[config.mk]
export PLATFORM = sky130hd
export DESIGN_NAME = sequenciador_notas
export DESIGN_NICKNAME = d
export VERILOG_FILES = /design/src/rtl/sequenciador_pkg.sv /design/src/rtl/contador_batidas.sv /design/src/rtl/sequenciador_notas.sv
export SDC_FILE = /design/constraint.sdc
export NUM_CORES = 1
export LEC_CHECK = 0
export ABC_CLOCK_PERIOD_IN_PS = 3700
export CORE_MARGIN = 5
export CORE_UTILIZATION = 41
export DETAILED_ROUTE_END_ITERATION = 12
export DONT_BUFFER_PORTS = 1
export GPL_ROUTABILITY_DRIVEN = 0
export PLACE_DENSITY = 0.58
export SLEW_MARGIN = 20
export SYNTH_ARGS = -nofsm -noshare
export SYNTH_HDL_FRONTEND = slang
export SYNTH_SLANG_ARGS = --single-unit
[constraint.sdc]
create_clock -name clk -period 3.7 [get_ports clk]
set_input_delay 0.74 -clock clk [delete_from_list [all_inputs] [get_ports clk]]
set_output_delay 0.74 -clock clk [all_outputs]
set_load 0.01 [all_outputs]
[src/rtl/sequenciador_pkg.sv]
// Shared definitions for the melody sequencer: entry layout, FSM states, note indices.
package sequenciador_pkg;

    localparam int unsigned REST_BIT = 7;
    localparam int unsigned NOTE_MSB = 6;
    localparam int unsigned NOTE_LSB = 4;
    localparam int unsigned DUR_MSB  = 3;
    localparam int unsigned DUR_LSB  = 0;

    localparam int unsigned NOTE_W = NOTE_MSB - NOTE_LSB + 1;
    localparam int unsigned DUR_W  = DUR_MSB - DUR_LSB + 1;
    localparam int unsigned ENTRY_W = 8;

    typedef enum logic [1:0] {
        IDLE  = 2'd0,
        FETCH = 2'd1,
        PLAY  = 2'd2,
        GAP   = 2'd3
    } estado_t;

    // Note indices into the gerador_notas square-wave bus
    localparam logic [NOTE_W-1:0] DO   = 3'd0;
    localparam logic [NOTE_W-1:0] RE   = 3'd1;
    localparam logic [NOTE_W-1:0] MI   = 3'd2;
    localparam logic [NOTE_W-1:0] FA   = 3'd3;
    localparam logic [NOTE_W-1:0] SOL  = 3'd4;
    localparam logic [NOTE_W-1:0] LA   = 3'd5;
    localparam logic [NOTE_W-1:0] SI   = 3'd6;
    localparam logic [NOTE_W-1:0] DO_5 = 3'd7;

endpackage

[src/rtl/contador_batidas.sv]
// Cycle/beat counter: counts cycles 0..last, each wrap consumes one beat; expires on the last beat's wrap.
module contador_batidas #(
    parameter int unsigned CW = 4,
    parameter int unsigned BW = 4
) (
    input  logic          clk,
    input  logic          rst,
    input  logic          load_i,
    input  logic          en_i,
    input  logic [BW-1:0] beats_i,
    input  logic [CW-1:0] last_i,
    output logic          tick_c_o,
    output logic          expire_c_o
);

    logic [CW-1:0] cyc_q, cyc_d;
    logic [BW-1:0] beat_q, beat_d;

    assign tick_c_o   = en_i && (cyc_q == last_i);
    assign expire_c_o = tick_c_o && (beat_q == BW'(1));

    // Load wins over counting; a wrap restarts the cycle count and spends a beat
    always_comb begin
        cyc_d  = cyc_q;
        beat_d = beat_q;
        if (load_i) begin
            cyc_d  = '0;
            beat_d = beats_i;
        end else if (tick_c_o) begin
            cyc_d  = '0;
            beat_d = beat_q - BW'(1);
        end else if (en_i) begin
            cyc_d  = cyc_q + CW'(1);
        end
    end

    // Counter registers
    always_ff @(posedge clk) begin
        if (rst) begin
            cyc_q  <= '0;
            beat_q <= '0;
        end else begin
            cyc_q  <= cyc_d;
            beat_q <= beat_d;
        end
    end

endmodule

[src/rtl/sequenciador_notas.sv]
// Melody sequencer: plays host-written note entries through a single speaker pin.
module sequenciador_notas
    import sequenciador_pkg::*;
#(
    parameter int unsigned CLOCK       = 50000000,
    parameter int unsigned BEAT_CYCLES = CLOCK / 8,
    parameter int unsigned GAP_CYCLES  = CLOCK / 100,
    parameter int unsigned DEPTH       = 16
) (
    input  logic                     clk,
    input  logic                     rst,
    input  logic [7:0]               notas,
    input  logic                     wr_en,
    input  logic [$clog2(DEPTH)-1:0] wr_addr,
    input  logic [7:0]               wr_data,
    input  logic                     start,
    input  logic                     stop,
    input  logic                     loop,
    output logic                     audio_out,
    output logic                     busy,
    output logic                     done,
    output logic [$clog2(DEPTH)-1:0] step,
    output logic [2:0]               nota_atual
);

    localparam int unsigned AW   = $clog2(DEPTH);
    localparam int unsigned MAXC = (BEAT_CYCLES > GAP_CYCLES) ? BEAT_CYCLES : GAP_CYCLES;
    localparam int unsigned CW   = (MAXC > 1) ? $clog2(MAXC) : 1;

    logic [ENTRY_W-1:0] mem_q [DEPTH];
    logic [ENTRY_W-1:0] fetched;

    estado_t            state_q, state_d;
    logic [AW-1:0]      step_q, step_d;
    logic [ENTRY_W-1:0] entry_q, entry_d;
    logic               played_q, played_d;
    logic               audio_q, audio_d;
    logic               busy_q, busy_d;
    logic               done_q, done_d;
    logic [NOTE_W-1:0]  nota_q, nota_d;

    logic               cnt_load, cnt_en, cnt_expire, cnt_tick, end_song;
    logic [DUR_W-1:0]   cnt_beats;
    logic [CW-1:0]      cnt_last;

    assign fetched = mem_q[step_q];

    // Program memory: host writes in any state, contents survive reset
    always_ff @(posedge clk) begin
        if (wr_en) begin
            mem_q[wr_addr] <= wr_data;
        end
    end

    // Shared timer; its wrap length follows the current phase
    assign cnt_last = (state_q == GAP) ? CW'(GAP_CYCLES - 1) : CW'(BEAT_CYCLES - 1);

    contador_batidas #(
        .CW (CW),
        .BW (DUR_W)
    ) u_contador (
        .clk        (clk),
        .rst        (rst),
        .load_i     (cnt_load),
        .en_i       (cnt_en),
        .beats_i    (cnt_beats),
        .last_i     (cnt_last),
        .tick_c_o   (cnt_tick),
        .expire_c_o (cnt_expire)
    );

    // Next-state and output logic
    always_comb begin
        state_d   = state_q;
        step_d    = step_q;
        entry_d   = entry_q;
        played_d  = played_q;
        done_d    = 1'b0;
        cnt_load  = 1'b0;
        cnt_en    = 1'b0;
        cnt_beats = entry_q[DUR_MSB:DUR_LSB];
        end_song  = 1'b0;

        case (state_q)
            IDLE: begin
                if (start && !stop) begin
                    state_d  = FETCH;
                    step_d   = '0;
                    played_d = 1'b0;
                end
            end
            FETCH: begin
                entry_d = fetched;
                if (fetched[DUR_MSB:DUR_LSB] != '0) begin
                    state_d   = PLAY;
                    played_d  = 1'b1;
                    cnt_load  = 1'b1;
                    cnt_beats = fetched[DUR_MSB:DUR_LSB];
                end else begin
                    end_song = 1'b1;
                end
            end
            PLAY: begin
                cnt_en = 1'b1;
                if (cnt_expire) begin
                    state_d   = GAP;
                    cnt_load  = 1'b1;
                    cnt_beats = DUR_W'(1);
                end
            end
            GAP: begin
                cnt_en = 1'b1;
                if (cnt_expire) begin
                    if (step_q != AW'(DEPTH - 1)) begin
                        step_d  = step_q + AW'(1);
                        state_d = FETCH;
                    end else begin
                        end_song = 1'b1;
                    end
                end
            end
            default: state_d = IDLE;
        endcase

        // Looping needs a playable entry since step 0, otherwise an empty song would spin
        if (end_song) begin
            step_d = '0;
            if (loop && played_q) begin
                state_d  = FETCH;
                played_d = 1'b0;
            end else begin
                state_d = IDLE;
                done_d  = 1'b1;
            end
        end

        if (stop && (state_q != IDLE)) begin
            state_d  = IDLE;
            step_d   = '0;
            done_d   = 1'b0;
            cnt_load = 1'b0;
            cnt_en   = 1'b0;
        end

        audio_d = (state_q == PLAY) && !entry_q[REST_BIT] && !stop
                  && notas[entry_q[NOTE_MSB:NOTE_LSB]];
        busy_d  = (state_d != IDLE);

        nota_d = nota_q;
        if (state_d == IDLE) begin
            nota_d = DO;
        end else if (state_q == FETCH) begin
            nota_d = fetched[NOTE_MSB:NOTE_LSB];
        end
    end

    // State and output registers
    always_ff @(posedge clk) begin
        if (rst) begin
            state_q  <= IDLE;
            step_q   <= '0;
            entry_q  <= '0;
            played_q <= 1'b0;
            audio_q  <= 1'b0;
            busy_q   <= 1'b0;
            done_q   <= 1'b0;
            nota_q   <= DO;
        end else begin
            state_q  <= state_d;
            step_q   <= step_d;
            entry_q  <= entry_d;
            played_q <= played_d;
            audio_q  <= audio_d;
            busy_q   <= busy_d;
            done_q   <= done_d;
            nota_q   <= nota_d;
        end
    end

    assign audio_out  = audio_q;
    assign busy       = busy_q;
    assign done       = done_q;
    assign step       = step_q;
    assign nota_atual = nota_q;

    logic unused_tick;
    assign unused_tick = cnt_tick;

endmodule

# Word level (Yosys, flattened, before mapping)
# Memories as Yosys holds them, arrays and structs flattened. A register that Yosys moved wholly into a read port is not among the register bits.
# Cells that the tools add are included.
# Widths: inputs -> output; s select.
[totals] output_inout_bits=10 mem_count=1 wordCells=89 in_bits=26 regBits=48 mem_bits_rw=128
[classes] add_sub_neg=3 order_cmp=1 mux=41 n_reduce_logical=23 n_eq_ne=9 n_bitwise=1
[memory_table] memory="mem_q" depth=16 word_bits=8 read_ports=1 rd_clocked_by_memory_dff=1 wr=1 line="sequenciador_notas.sv:30" source="logic [ENTRY_W-1:0] mem_q [DEPTH];"
[ops] cell="$mux 4" n=9
[ops] cell="$add 23x1->23 const B" n=1
[ops] cell="$eq 23x23->1" n=1
[ops] cell="$mux 23" n=1
[ops] cell="$mux 1" n=17
[ops] cell="$pmux 4 s2" n=2
[ops] cell="$mux 2" n=7
[ops] cell="$reduce_or 3->1" n=3
[ops] cell="$logic_and 1x1->1" n=8
[ops] cell="$pmux 2 s4" n=1
[ops] cell="$reduce_bool 2->1" n=4
[ops] cell="$pmux 1 s2" n=3
[ops] cell="$add 4x1->4 const B" n=1
[ops] cell="$eq 2x2->1 const B" n=2
[ops] cell="$eq 4x1->1 const B" n=1
[ops] cell="$logic_not 2->1" n=2
[ops] cell="$lt 3x4->1 const B" n=1
[ops] cell="$ne 2x2->1 const B" n=2
[ops] cell="$ne 4x4->1 const B" n=1
[ops] cell="$reduce_and 4->1" n=1
[ops] cell="$reduce_bool 4->1" n=1
[ops] cell="$reduce_or 2->1" n=2
[ops] cell="$sub 4x1->4 const B" n=1
[ops] cell="$bmux 1 s3" n=1
[ops] cell="4 further kinds" n=5

# Logic depth before layout (Yosys ltp)
# Gate-level depths: netlist (run 1).
[depth] word_depth=12 mapped_depth=11 depth_no_buf=9

# Cells and area by module
# From an unflattened synthesis (run 1), not the netlist that was laid out.
[hier_totals] cells_unflattened=535 hier_area_um2=7793.7
[by_module_without_submodules] mod="sequenciador_notas" cells_each=354 seq_area_each_um2=4344.2 area_each_um2=6237.2 n_inst=1
[by_module_without_submodules] mod="contador_batidas" cells_each=181 seq_area_each_um2=540.5 area_each_um2=1556.5 n_inst=1

# Worst setup path after synthesis (run 1)
# Ideal clock, no wire load.
[synth_path] path_kind="flip-flop to flip-flop" from="register with a tool-made name" to="register u_contador.cyc_q[4]" arrival_ns=2.975 stages_incl_launch_ff=11 period_less_slack_ns=3.038 t_required_ns=3.637 setup_time_ns=0.063 path_slack_ns=0.662 n_path_buf=3 path_cell_list="dfxtp_1 buf_6 mux4_1 mux2_2 or3_1 a2111o_1 o2bb2ai_2 or3_1 buf_6 buf_12 nor2_2"
[synth_rtl] element="to (signal assigned)" line="contador_batidas.sv:43" source="cyc_q <= cyc_d;"
[synth_rtl] element="to (decl)" line="contador_batidas.sv:16" source="logic [CW-1:0] cyc_q, cyc_d;"

==> results.toml, run 1 <==
[status]
status = "completed"

[setup_path]
arrival_ps = 3610
path_common_cell = "or3_1"
crit_chain = "mux4_1, mux2_2, or3_1, a2111o_1, o2bb2ai_2, or3_1, buf_4, a21oi_1"
cp-start-kind = "flip-flop"
cp.required_ps = 4060
crit_fanout = 23
worstSetupPathType = "reg -> reg"
critPathMaxStageDelay_ps = 590
cpMaxStageDelayCell = "mux4_1"
end_kind = "flip-flop"

[floorplanning]
rows = 50
io_pins = 36
design.core.area_mm2 = 0.0185
die_height_um = 146
die-area_mm2 = 0.0214
start_util_pct = 41.2
die_x_um = 146

[cts]
tritoncts = "yes"
hold_buffers = 0
postCtsSetupBuffers = 0
cts_max_level = 4
clk_latency_ps = 430
postCtsResizedCells = 0
path_clk_slew_ps = 70
clk_root_buffer_cell = "clkbuf_16"
cts_inserted_buffers = 17
cts_buffer_depth = 2
cts.sinks = 180

[placement]
dp_hpwl_um = 10600
io_buffer_count = 0
place_ws_ps = 460

[final_layout]
final_cell_mix = "128 x edfxtp_1, 51 x dfxtp_1, 40 x nor2_1"
multiInputGateArea_mm2 = 0.00256
nFillCells = 1619
layout.nets = 556
area_delta_synth_final_pct = 11.4
final_common_cell = "edfxtp_1"
drive_above_1_share_pct = 18.6
diodes = 0
regArea_mm2 = 0.00489

[sta]
clock_skew_ps = 14.3
hold_viol = 0
fin_ws_ps = 447
finalCriticalPeriod_ps = 3250
tightest_slew_ps = 1030
setup_tns_ps = 0
maxSlewViolCount = 0
finalCritPeriodShare_pct = 87.9
setup_viol = 0
slew_headroom_pct = 30.8
rsz0062_at_grt = "false"
fmax_ghz = 0.307

[synth]
ys_ff_latch = 180
synth.area.top_cells = "edfxtp_1 50%, dfxtp_1 14%, mux4_2 9.1%"
async_flop_share_pct = 0
yosysTopAreaCell = "edfxtp_1"
syn_area_mm2 = 0.00763
yosysUniqueCellTypes = 59
syn-mean-instance-area_um2 = 15.1
ys_seq_area_share_pct = 64.0
synthFlopType = "edfxtp_1"
synth_top_area_share_pct = 50.4
syn_nets = 542
syn_inst = 506
yosysWarnings = 0
synth-edff-count = 128

[routing]
drt-pass1-iter-count = 5
drc = 0
dr_total_vias = 4199
ant_nets = 0
routed_wl_um = 15400
vias_per_cell = 5.47
wire_per_inst_um = 20.1
drt_iter0_markers = 329

[grt]
antenna_found_initial = 0
grt_pass1_wl_um = 24600
grt.total_usage_pct = 15.0
grt_pass1_vias = 4329
grt_max_degree = 27
overflow = 0

[flow_run]
drv_cap = 0

[worst_hold_path]
hold_class = "in -> reg"

[power]
cellLeakagePower_uw = 0.00268
powerDensity_mw_per_mm2 = 520
vdd_ir_drop_max_mv = 0.317
state kept, by name, indices dropped and copies added (netlist names), named ones only:
register and cells:
mem_q 128, u_contador.cyc_q 23, entry_q 8, step 4
u_contador.beat_q 4, nota_atual 3, state_q 2, audio_out 1
busy 1, done 1, played_q 1
stage by stage:
| step | cell area (µm²) | cells | total power [µW] | hold WS, ps | utilization, % |
|---|---|---|---|---|---|
| 2_1_floorplan | 7630 | 506 | 2560 | 397 | - |
| 3_3_place_gp | 7890 | 735 | 2640 | 421 | 42.6 |
| 3_5_place_dp | 7890 | 735 | 2640 | 422 | 42.6 |
| 4_1_cts | 8500 | 767 | 4460 | 357 | 45.9 |
| 5_1_grt | 8500 | 767 | 4600 | 352 | 45.9 |
| 6_report | 8500 | 767 | 4420 | 376 | 45.9 |
synth_stat cells, drive strengths merged (2+ instances only):
cell,n
edfxtp,128
dfxtp,52
nor2,52
mux4,38
nand2,22
nand3,19
nand2b,17
xor2,16
clkbuf,14
a21oi,11
inv,11
xnor2,11
ha,10
nor3,9
o21ai,8
mux2i,7
nand4,7
and3,6
buf,6
a22oi,5
nand3b,5
a31oi,4
or3,4
a2111oi,3
and2,3
nor4,3
nor4bb,3
o211ai,3
a2111o,2
a211o,2
a211oi,2
a21boi,2
a221oi,2
and4,2
mux2,2
nor2b,2
o2111ai,2
critical path: cells and delay by family, from the launching register on:
| family | cells | cell delay [ps] |
|---|---|---|
| buffers and inverters | 1 | 240 |
| AOI/OAI and AO/OA | 3 | 850 |
| and+or+nand+nor | 2 | 730 |
| DFF | 1 | 480 |
| muxes | 2 | 870 |
path summary, 6_finish.rpt:
kind                                 from  cells past startpoint                          endpoint  slack, ps
setup reg to reg                flip-flop                      8  u_contador.cyc_q[1]$_SDFFE_PP0P_        450
hold / removal                        rst                      1           entry_q[5]$_SDFFE_PP0P_        380
setup / recovery                flip-flop                      8  u_contador.cyc_q[1]$_SDFFE_PP0P_        450
hold reg to reg   entry_q[7]$_SDFFE_PP0P_                      1              audio_out$_SDFF_PP0_        440
logic make-up (layout without fill, tap and decap cells):
logic type	Yosys count	after routing	share of synthesized area (%)
multiplexers	47	47	12.8
AO/OA/AOI/OAI	53	53	5.02
AND/OR/NAND/NOR	158	158	11.0
XOR/XNOR	27	27	3.10
adder cells (fa/ha/maj)	10	10	1.64
buffers and inverters	31	58	2.46
flip-flops	180	180	64.0
power breakdown:
| group | total, µW | switching (µW) | leakage [µW] | internal, µW |
|---|---|---|---|---|
| Clock | 1820 | 849 | 0.000294 | 972 |
| Sequential | 2270 | 46.6 | 0.00158 | 2230 |
| Combinational | 325 | 189 | 0.000812 | 136 |
| Total | 4420 | 1090 | 0.00268 | 3330 |
per-layer routing:
layer,GRT usage (%),vias up,part of all wire (%)
li1,-,1983,-
met1,19.2,2101,44
met2,24.7,99,50
met3,3.85,16,4.3
met4,5.36,0,1.3
met5,0,-,0
final cells by class:
type                    instances  area share, %
flip-flops and latches        180           57.5
clock buffers                  17           5.00
repair buffers                 15           1.32
clock inverters                15           2.16
well taps                     234           3.44
inverters                      11          0.486
multi-input cells             295           30.1
Power figures use the tool's default switching activity.
==> run 2: changes to the inputs <==
CELL_PAD_IN_SITES_DETAIL_PLACEMENT = 0   (was unset)
CELL_PAD_IN_SITES_GLOBAL_PLACEMENT = 1   (was unset)
CORE_UTILIZATION = 53   (was 41)
PLACE_DENSITY = 0.81   (was 0.58)
SKIP_LAST_GASP = 1   (was unset)
==> run 2 against run 1 <==
  * Sequential share of layout area increased by 0.42 points
  * Register-to-register slack about the same
  * Global-route usage increased by 4.0 points
  * Critical path type unchanged
  * Final cell count decreased by 6.8%
  * Wire length decreased by 2.3%
==> results.toml, run 2 (synthesis gave the netlist of run 1 again) <==
[sta]
setup_viol = 0
fmax_ghz = 0.306
clock_skew_ps = 7.10
setup_tns_ps = 0
tightest_slew_ps = 1070
rsz0062_at_grt = "false"
finalCriticalPeriod_ps = 3270
maxSlewViolCount = 0
finalCritPeriodShare_pct = 88.3
hold_viol = 0
slew_headroom_pct = 28.3

[power]
power_frac_clock_pct = 41.0
powerDensity_mw_per_mm2 = 522
power_frac_seq_pct = 51.5
internal_power_uw = 3340
power_switching_uw = 1070
p_sw_share_pct = 24.4
cellLeakagePower_uw = 0.00270
vdd_ir_drop_max_mv = 0.383
combPwrFrac_pct = 7.5

[final_layout]
area_delta_synth_final_pct = 10.6
drive_above_1_share_pct = 19.1
final_cell_mix = "128 x edfxtp_1, 51 x dfxtp_1, 40 x nor2_1"
layout.nets = 558
final_common_cell = "edfxtp_1"
post-route-util_pct = 60.3
largestRegisters = "mem_q: 128 flops, u_contador.cyc_q: 23 flops, entry_q: 8 flops"
nFillCells = 1040
largest-register = "mem_q"
diodes = 0
largest_reg_flops = 128

[floorplanning]
die_height_um = 130
start_util_pct = 54.6
die_x_um = 130
io_pins = 36
die-area_mm2 = 0.0169
rows = 43
design.core.area_mm2 = 0.0140

[setup_path]
end_kind = "flip-flop"
r2r_cells = 8
cp.required_ps = 4060
cp-start-kind = "flip-flop"
worstSetupPathType = "reg -> reg"
arrival_ps = 3630
reg2reg_to = "u_contador.cyc_q[1]$_SDFFE_PP0P_"
crit_fanout = 23
reg2reg_slack_ps = 430

[routing]
drc = 0
drt-pass1-iter-count = 7
dr_total_vias = 4309
vias_per_cell = 6.03
drt_iter0_markers = 379
wire_per_inst_um = 21.0
routed_wl_um = 15000
ant_nets = 0

[grt]
met3_usage_pct = 5.24
grt.total_usage_pct = 19.0
antenna_found_initial = 0
overflow = 0
grt_pass1_vias = 4337
use_met1_pct = 26.0
use_met2_pct = 29.4
grt_busiest_layer = "met2"
grt_pass1_wl_um = 23900
grt_max_degree = 27

[cts]
cts_buffer_depth = 2
postCtsSetupBuffers = 0
postCtsResizedCells = 0
cts_inserted_buffers = 17
clk_root_buffer_cell = "clkbuf_16"
hold_buffers = 0
clk_latency_ps = 430
cts_max_level = 4
tritoncts = "yes"
cts.sinks = 180
path_clk_slew_ps = 70

[placement]
dp_hpwl_um = 10100
io_buffer_count = 0

[worst_hold_path]
worst_hold_path.endpoint = "entry_q[1]$_SDFFE_PP0P_"
hold_class = "in -> reg"
worst_hold_path.num_cells = 1
min_from = "rst"

[flow_run]
drv_cap = 0

[status]
status = "completed"
run 2: changes by cell type in the layout (fill, tap and decap cells not counted):
cell and delta:
inv_8 +3, clkinv_1 -1, inv_6 -1, clkinv_2 +2, clkinvlp_4 -1, clkinv_8 -2, buf_4 +2
run 2: power groups by stage:
stage          clock network [µW]  logic (µW)  registers, µW
3_3_place_gp                    0         324           2320
4_1_cts                      1840         330           2270
5_1_grt                      1920         365           2280
2_1_floorplan                   0         260           2300
3_5_place_dp                    0         327           2320
6_report                     1810         329           2270
run 2: worst max-delay path by stage:
stage | end | slack [ps] | cells past startpoint
floorplan | u_contador.cyc_q[4]$_SDFFE_PP0P_ | 660 | 10
global placement | u_contador.cyc_q[1]$_SDFFE_PP0P_ | 520 | 8
detailed placement | u_contador.cyc_q[1]$_SDFFE_PP0P_ | 450 | 8
CTS | u_contador.cyc_q[1]$_SDFFE_PP0P_ | 420 | 8
global route | u_contador.cyc_q[12]$_SDFFE_PP0P_ | 280 | 9
finish | u_contador.cyc_q[1]$_SDFFE_PP0P_ | 430 | 8
run 2: area by class of cell:
cell class | count | area, µm² | share of cell area (%)
timing repair buffer | 17 | 128 | 1.51
clock buffer | 17 | 425 | 5.04
inverter | 11 | 41.3 | 0.489
multi-input combinational | 295 | 2560 | 30.3
sequential | 180 | 4890 | 57.9
tap | 180 | 225 | 2.67
clock inverter | 15 | 175 | 2.07
run 2: metrics by stage:
stage                     std cells  area, µm²  hold slack (ps)  power (µW)  worst slack [ps]
final                           715       8440              375        4410               433
after global routing            715       8440              359        4570               279
after CTS                       715       8440              358        4440               419
after detailed placement        683       7840              424        2650               449
after global placement          683       7840              422        2640               520
after floorplan                 506       7630              397        2560               662
run 2: critical path, cell delays in order, from the launching register on:
cell	delay [ps]
dfxtp_1	470
mux4_1	580
mux2_2	280
or3_1	370
a2111o_1	520
o2bb2ai_2	220
or3_1	370
buf_4	250
a21oi_1	140
run 2: metal layers:
layer / share of wire, % / vias to the layer above
met4: 2.0 / 0
met2: 48 / 143
li1: - / 1982
met1: 43 / 2160
met3: 6.9 / 24
met5: 0 / -
==> variant: new RTL, flow settings as in run 2 <==
The parameter `CLOCK` goes from 50000000 to 25000000.
--- a/src/rtl/sequenciador_notas.sv
+++ b/src/rtl/sequenciador_notas.sv
@@ -2,7 +2,7 @@
 module sequenciador_notas
     import sequenciador_pkg::*;
 #(
-    parameter int unsigned CLOCK       = 50000000,
+    parameter int unsigned CLOCK       = 25000000,
     parameter int unsigned BEAT_CYCLES = CLOCK / 8,
     parameter int unsigned GAP_CYCLES  = CLOCK / 100,
     parameter int unsigned DEPTH       = 16
Behaviour: no difference found for any inputs over 10 cycles, from zero or initial values and one cycle with rst high; that may be too few to reach the edited logic, so the function may still have changed.
==> variant against run 2 <==
- worst setup slack lost 0.0075 ns
- final area shrank 1.5%
- sequential cell count down 1
- cell count is 0.14% higher
- clock skew grew 0.0045 ns
- synthesized area shrank 1.8%
- total power increased by 1.2%
- wire length is 1.2% lower
- via count shrank 0.74%
==> variant: results (changes against run 2) <==
global_routing:
  grt_pass1_wl_um: 23100  # was 23900 µm
  track_usage_pct: 18.9  # was 19.0%
  grt_pass1_vias: 4215  # was 4337
  grt-ovfl-total: 0  # unchanged
  grt_max_degree: 23  # was 27
hold_path:
  min_path_type: "input port to flip-flop"  # unchanged
worst_setup_path:
  crit_path_max_incr_delay_ns: 0.58  # about the same
  crit_family: "simple AND/OR/NAND/NOR gates"  # was compound AO/OA/AOI/OAI gates
  cp_slowest_cell: "dfxtp_2"  # was mux4_1
place:
  dp_hpwl_um: 9750  # was 10100 µm
  placedCellCount: 684  # was 683
synthesis:
  yosysUniqueCellTypes: 53  # was 59
  syn-num-nets: 546  # was 542
  ys_seq_area_share_pct: 64.9  # was 64.0%
  synth-main-ff-cell: "edfxtp_1"  # unchanged
  syn_area_per_cell_um2: 14.7  # was 15.1 µm²
  synth_common_cells: "128 x edfxtp_1, 60 x nor2_1, 51 x dfxtp_1"  # was 128 x edfxtp_1, 52 x dfxtp_1, 40 x nor2_1
outcome:
  status: "complete, no violations"  # unchanged
power_and_ir_drop:
  power.leakage_nw: 2.69  # was 2.70 nW
  sw_frac_of_total_pct: 25.3  # was 24.4%
  powerComb_w: 0.000365  # was 0.000329 W
routing:
  drtIter0Drc: 378  # was 379
  finalWirelength_um: 14800  # was 15000 µm
  num_vias: 4277  # was 4309
  drt_pass1_iterations: 5  # was 7
timing:
  worstMarginPinSlew_ns: 1.09  # was 1.07 ns
  fin_hold_ws_ns: 0.369  # was 0.375 ns
  fin_skew_ns: 0.0116  # was 0.00710 ns
cells_and_area:
  final_cells: 716  # was 715
  fin_nets: 559  # was 558
  drive_above_1_share_pct: 16.4  # was 19.1%
  reg_top3: "mem_q (128), u_contador.cyc_q (22), entry_q (8)"  # was mem_q (128), u_contador.cyc_q (23), entry_q (8)
[variant: cell types whose count changed after synthesis, sizes merged, moves of 5 or more]
cell	delta
a222oi	+6
nor2	+9
o21ai	-6
mux2i	-5
nor3	+6
clkbuf	-6
nand2b	-12
nand2	+11
xor2	-5
[variant: layer usage]
| layer | share of wire [%] | up-vias | track usage, % |
|---|---|---|---|
| met4 | 1.3 | 0 | 5.81 |
| li1 | - | 1994 | - |
| met3 | 6.0 | 17 | 5.73 |
| met2 | 48 | 122 | 29.9 |
| met1 | 44 | 2144 | 25.4 |
| met5 | 0 | - | 0 |
[variant: path summary, 6_finish.rpt]
| check | from | to |
|---|---|---|
| max | flip-flop | u_contador.cyc_q[21] |
| min | rst | entry_q[0] |
| max reg2reg | flip-flop | u_contador.cyc_q[21] |
| min reg2reg | entry_q[0] | entry_q[0] |
[variant: area by class of cell]
class	instances	area, µm²	area share, %
multi-input combinational	300	2480	29.8
timing repair buffer	12	90.1	1.08
tap	180	225	2.71
clock buffer	17	425	5.12
inverter	13	48.8	0.587
sequential	179	4870	58.5
clock inverter	15	180	2.17
[variant: through the flow]
| step | total power [W] | area, µm² | setup slack [ns] |
|---|---|---|---|
| floorplan | 0.00259 | 7500 | 0.739 |
| global placement | 0.00266 | 7710 | 0.445 |
| detailed placement | 0.00268 | 7710 | 0.427 |
| CTS | 0.00448 | 8320 | 0.394 |
| global route | 0.00463 | 8320 | 0.171 |
| finish | 0.00446 | 8320 | 0.425 |
[variant: cell families (layout without fill, tap and decap cells)]
logic type	after synthesis	in the layout	share of synthesized area (%)
AND/OR/NAND/NOR	178	178	11.9
adder cells (fa/ha/maj)	10	10	1.67
flip-flops	179	179	64.9
buffers and inverters	31	57	2.10
AO/OA/AOI/OAI	43	43	4.22
XOR/XNOR	26	26	3.04
multiplexers	43	43	12.1
